--- config.mk ---
export PLATFORM = sky130hd
export DESIGN_NAME = imem_loader
export DESIGN_NICKNAME = d
export VERILOG_FILES = /design/src/rtl/imem_loader.sv
export SDC_FILE = /design/constraint.sdc
export NUM_CORES = 1
export LEC_CHECK = 0
export CELL_PAD_IN_SITES_DETAIL_PLACEMENT = 0
export CELL_PAD_IN_SITES_GLOBAL_PLACEMENT = 1
export CORE_MARGIN = 2
export CORE_UTILIZATION = 52
export CTS_BUF_LIST = sky130_fd_sc_hd__clkbuf_8 sky130_fd_sc_hd__clkbuf_16
export CTS_CLUSTER_DIAMETER = 40
export DETAILED_ROUTE_END_ITERATION = 6
export DONT_BUFFER_PORTS = 1
export PLACE_DENSITY_LB_ADDON = 0.1
export RECOVER_POWER = 100
export SLEW_MARGIN = 0
export SYNTH_ARGS = -nofsm -noshare
export SYNTH_HDL_FRONTEND = slang
export SYNTH_SLANG_ARGS = --single-unit
export TNS_END_PERCENT = 10
--- constraint.sdc ---
create_clock -name clk -period 6.3 [get_ports clk]
set_clock_uncertainty 0.15 [all_clocks]
set_input_delay 1.89 -clock clk [delete_from_list [all_inputs] [get_ports clk]]
set_output_delay 1.89 -clock clk [all_outputs]
set_load 0.005 [all_outputs]
--- src/rtl/imem_loader.sv ---
// ============================================================================
// Module      : imem_loader
// Description : Loads a framed, big-endian byte stream into the instruction
//               memory write port and holds the CPU in reset while it loads.
//               Optional trailing checksum byte: IMEM_LOADER_CHECKSUM_EN.
// Revision    : 1.0 - initial release
// ============================================================================
`default_nettype none

module imem_loader #(
   parameter int          MAX_WORDS = 512,
   parameter logic [31:0] ADDR_BASE = 32'h0000_0000
) (
   input  logic        clk,
   input  logic        rst_n,
   input  logic        start,
   input  logic [7:0]  byte_data,
   input  logic        byte_valid,
   output logic        byte_ready,
   output logic        write_enable,
   output logic [31:0] write_address,
   output logic [31:0] write_data,
   output logic        busy,
   output logic        cpu_hold,
   output logic        done,
   output logic        error
);

   typedef enum logic [2:0] {
      S_IDLE   = 3'd0,
      S_LEN_HI = 3'd1,
      S_LEN_LO = 3'd2,
      S_DATA   = 3'd3,
      S_WRITE  = 3'd4,
      S_CSUM   = 3'd5,
      S_DONE   = 3'd6,
      S_ERR    = 3'd7
   } state_t;

   localparam logic [16:0] c_max_words = 17'(MAX_WORDS);

   state_t      r_state;
   state_t      w_next;
   logic [15:0] r_len;
   logic [15:0] r_idx;
   logic [31:0] r_word;
   logic [1:0]  r_bcnt;
   logic [31:0] r_addr;
   logic        w_accept;
   logic [15:0] w_len_full;
   logic [15:0] w_idx_next;
   logic [31:0] w_offset;
`ifdef IMEM_LOADER_CHECKSUM_EN
   logic [7:0]  r_csum;
`endif

   assign w_accept      = byte_valid && byte_ready;
   assign w_len_full    = {r_len[15:8], byte_data};
   assign w_idx_next    = r_idx + 16'd1;
   assign w_offset      = {14'd0, r_idx, 2'b00};
   assign write_address = r_addr;
   assign write_data    = r_word;

   always_ff @(posedge clk or negedge rst_n) begin
      if (!rst_n) begin
         r_state <= S_IDLE;
      end else begin
         r_state <= w_next;
      end
   end

   always_comb begin
      w_next       = r_state;
      byte_ready   = 1'b0;
      write_enable = 1'b0;
      busy         = 1'b1;
      cpu_hold     = 1'b1;
      done         = 1'b0;
      error        = 1'b0;
      case (r_state)
         S_IDLE: begin
            busy     = 1'b0;
            cpu_hold = 1'b0;
            if (start) w_next = S_LEN_HI;
         end
         S_LEN_HI: begin
            byte_ready = 1'b1;
            if (w_accept) w_next = S_LEN_LO;
         end
         S_LEN_LO: begin
            byte_ready = 1'b1;
            if (w_accept) begin
               if (w_len_full == 16'd0) begin
`ifdef IMEM_LOADER_CHECKSUM_EN
                  w_next = S_CSUM;
`else
                  w_next = S_DONE;
`endif
               end else if ({1'b0, w_len_full} > c_max_words) begin
                  w_next = S_ERR;
               end else begin
                  w_next = S_DATA;
               end
            end
         end
         S_DATA: begin
            byte_ready = 1'b1;
            if (w_accept && (r_bcnt == 2'd3)) w_next = S_WRITE;
         end
         S_WRITE: begin
            write_enable = 1'b1;
            if (w_idx_next == r_len) begin
`ifdef IMEM_LOADER_CHECKSUM_EN
               w_next = S_CSUM;
`else
               w_next = S_DONE;
`endif
            end else begin
               w_next = S_DATA;
            end
         end
`ifdef IMEM_LOADER_CHECKSUM_EN
         S_CSUM: begin
            byte_ready = 1'b1;
            if (w_accept) w_next = (byte_data == r_csum) ? S_DONE : S_ERR;
         end
`endif
         S_DONE: begin
            busy     = 1'b0;
            cpu_hold = 1'b0;
            done     = 1'b1;
            if (start) w_next = S_LEN_HI;
         end
         S_ERR: begin
            busy  = 1'b0;
            error = 1'b1;
            if (start) w_next = S_LEN_HI;
         end
         default: w_next = S_IDLE;
      endcase
   end

   // Address is captured with the last byte so it is stable during the strobe
   // and holds afterwards.
   always_ff @(posedge clk or negedge rst_n) begin
      if (!rst_n) begin
         r_len  <= 16'd0;
         r_idx  <= 16'd0;
         r_word <= 32'd0;
         r_bcnt <= 2'd0;
         r_addr <= ADDR_BASE;
`ifdef IMEM_LOADER_CHECKSUM_EN
         r_csum <= 8'd0;
`endif
      end else begin
         case (r_state)
            S_IDLE, S_DONE, S_ERR: begin
               if (start) begin
                  r_len  <= 16'd0;
                  r_idx  <= 16'd0;
                  r_bcnt <= 2'd0;
`ifdef IMEM_LOADER_CHECKSUM_EN
                  r_csum <= 8'd0;
`endif
               end
            end
            S_LEN_HI: begin
               if (w_accept) r_len[15:8] <= byte_data;
            end
            S_LEN_LO: begin
               if (w_accept) begin
                  r_len[7:0] <= byte_data;
                  r_bcnt     <= 2'd0;
               end
            end
            S_DATA: begin
               if (w_accept) begin
                  r_word <= {r_word[23:0], byte_data};
                  r_bcnt <= r_bcnt + 2'd1;
`ifdef IMEM_LOADER_CHECKSUM_EN
                  r_csum <= r_csum + byte_data;
`endif
                  if (r_bcnt == 2'd3) r_addr <= ADDR_BASE + w_offset;
               end
            end
            S_WRITE: begin
               r_idx <= w_idx_next;
            end
            default: ;
         endcase
      end
   end

endmodule

`default_nettype wire

==> impl_metrics.yaml <==
timing:
  timing.final.ws_setup_ns: 1.90
  rsz0062_at_grt: "false"
  finalCriticalPeriod_ns: 4.40
  finalHoldViolCount: 0
  slew_viol_final: 10
  timing.slew.headroom: -0.130
  tightest_slew_ns: 1.67
  fin_setup_tns_ns: 0
  setup_viol: 0
  timing.hold.ws_ns: 0.359
  fin_crit_sh: 0.698
  max_freq_mhz: 227
place:
  portBuffers: 0
  place_inst: 530
  dp_hpwl_um: 6160
  place_ws_ns: 2.19
  routabilityCongestion: 0.790
  placed_area_mm2: 0.00423
detailed_routing:
  dr.pass1.iters: 4
  wl_um: 9050
  wl_per_cell_um: 16.6
  drtIter0Drc: 202
  via_per_inst: 5.71
  drc: 0
  dr_total_vias: 3118
  ant_nets: 0
layout:
  drive_above_1_share: 0.0998
  antenna_cells: 0
  final_cells: 546
  fillCellCount: 760
  area_delta_synth_final_pct: 2.96
  finalInstanceArea_mm2: 0.00444
  final_nets: 450
logic_synthesis:
  synthMuxAreaShare: 0.0418
  synthArstFlopShare: 1.00
  synth-simple-area-share: 0.209
  ys_top_cells_by_count: "115 x nand2_1, 85 x dfrtp_1, 31 x o21ai_0, 25 x nor2_1, 18 x buf_4"
  synth_fa_ha_area_frac: 0.00581
  ys_ff_latch: 85
  ys_seq_area_frac: 0.494
  synth_edf_count: 0
  synth.most_common_cell: "nand2_1"
  yosys.area.top_type: "dfrtp_1"
  ys_types: 54
  ys.flop_type: "dfrtp_1"
  netlist.area_leader.share: 0.494
  postSynthAreaPerCell_um2: 9.55
  synth.area.top_cells: "dfrtp_1 49%, nand2_1 10%, mux2_2 4.2%, o21ai_0 3.6%, a22o_1 3.5%"
  synthesis.area_mm2: 0.00431
  synthXorXnorAreaFrac: 0.0439
  ys_warn_count: 0
  synth_cells: 451
  synth_top_family_by_area: "simple AND/OR/NAND/NOR gates"
  synth-compound-area-share: 0.135
floorplanning:
  die_h_um: 95.0
  initial_core_util: 0.530
  core_area_mm2: 0.00813
  ios: 82
  die_area_mm2: 0.00903
  rows: 33
  die_w_um: 95.0
run_status:
  violations: "max-capacitance violations, max-slew violations"
  status: "finished, violations left"
global_routing:
  overflow: 0
  grt_pass1_vias: 2825
  grt_pass1_wl_um: 14800
  grt_usage: 0.215
  antenna_found_initial: 0
  grt_max_degree: 86
pwr:
  powerDensity_mw_per_mm2: 390
  ir_drop_mv: 0.257
  switchingPower_mw: 0.634
  combPwrFrac: 0.252
  switching_share: 0.367
  p_leak_nw: 2.16
  p_int_mw: 1.10
  p_clk_frac: 0.256
  pwr-share-seq: 0.492
job:
  drv_cap: 1
clocking:
  clk_pin_slew_worst_paths_ns: 0.09
  clock_path_buffers: 2
  cts_tree: "yes"
  numCtsBuffers: 9
  cts_root_buf: "clkbuf_8"
  h-tree-depth: 3
  clock_sinks: 85
  post_cts_buffers: 0
  postCtsResizedCells: 0
  ctsHoldBuffers: 0
  clk_latency_ns: 0.37
setup_path:
  critPathKind: "in2reg"
  crit_arrival_ns: 4.50
  end_kind: "register"
  worstPathMaxFanout: 36
  required_ns: 6.40
  start_kind: "primary input"
min_path:
  hold_class: "reg2reg"
## state kept, by name, summed over array words and instances (netlist names)
register and cells:
write_data 32, r_idx 16, r_len 16, write_address 16
r_state 3, r_bcnt 2
## cell usage in the layout, fill, tap and decap left out, drive strengths merged, types with 8 or more instances in the layout
master and count:
conb 16, nand4 8, o31ai 8, dfrtp 85, nor2 25, xnor2 10, a22o 17, nand2 116
xor2 9, a21oi 9, mux2 16, o21ai 31, inv 11, clkbuf 9
## per-layer routing
| metal | up-vias | global-route usage | part of all wire |
|---|---|---|---|
| li1 | 1496 | - | - |
| met1 | 1535 | 0.313 | 0.47 |
| met2 | 75 | 0.306 | 0.47 |
| met3 | 12 | 0.0522 | 0.051 |
| met4 | 0 | 0.0918 | 0.017 |
| met5 | - | 0 | 0 |
## layout make-up
| cell class | count | area [um^2] | share of cell area |
|---|---|---|---|
| clock buffers | 9 | 124 | 0.0279 |
| well taps | 105 | 131 | 0.0296 |
| repair buffers | 1 | 7.51 | 0.00169 |
| multi-input cells | 331 | 1910 | 0.431 |
| inverters | 8 | 30.0 | 0.00677 |
| clock inverters | 7 | 103 | 0.0231 |
| flip-flops and latches | 85 | 2130 | 0.480 |
## worst max-delay path, stage by stage
cell and delay [ns]:
nand2_1 0.06, or3_1 0.32, buf_4 0.25, inv_1 0.77, nand2_1 0.70, mux2_2 0.47
## cells by family after synthesis
family	after synthesis
flip-flops	85
other	1
XOR/XNOR	20
adder cells (fa/ha/maj)	2
buffers and inverters	50
AO/OA/AOI/OAI	87
multiplexers	16
AND/OR/NAND/NOR	190
## worst paths after layout
path / start / endpoint / slack [ns] / cells after the start
max: byte_valid / write_address[12] / 1.90 / 6
min: r_bcnt[0] / r_bcnt[0] / 0.36 / 1
max reg2reg: r_state[1] / write_address[12] / 2.77 / 6
min reg2reg: r_bcnt[0] / r_bcnt[0] / 0.36 / 1
max in group asynchronous: rst_n / r_state[1] / 4.78 / 0
min in group asynchronous: rst_n / write_address[8] / 1.06 / 0
## power groups by stage
| stage | logic, mW | clock network [mW] | registers, mW |
|---|---|---|---|
| 2_1_floorplan | 0.413 | 0 | 0.794 |
| 3_3_place_gp | 0.430 | 0 | 0.862 |
| 3_5_place_dp | 0.440 | 0 | 0.865 |
| 4_1_cts | 0.443 | 0.454 | 0.855 |
| 5_1_grt | 0.503 | 0.483 | 0.874 |
| 6_report | 0.436 | 0.444 | 0.850 |
## through the flow
| step | total power, mW | utilization |
|---|---|---|
| after CTS | 1.75 | 0.548 |
| after global routing | 1.86 | 0.545 |
| after floorplan | 1.21 | - |
| after global placement | 1.29 | 0.520 |
| final | 1.73 | 0.545 |
| after detailed placement | 1.30 | 0.520 |
No activity file was read; power rests on OpenSTA's default activity.
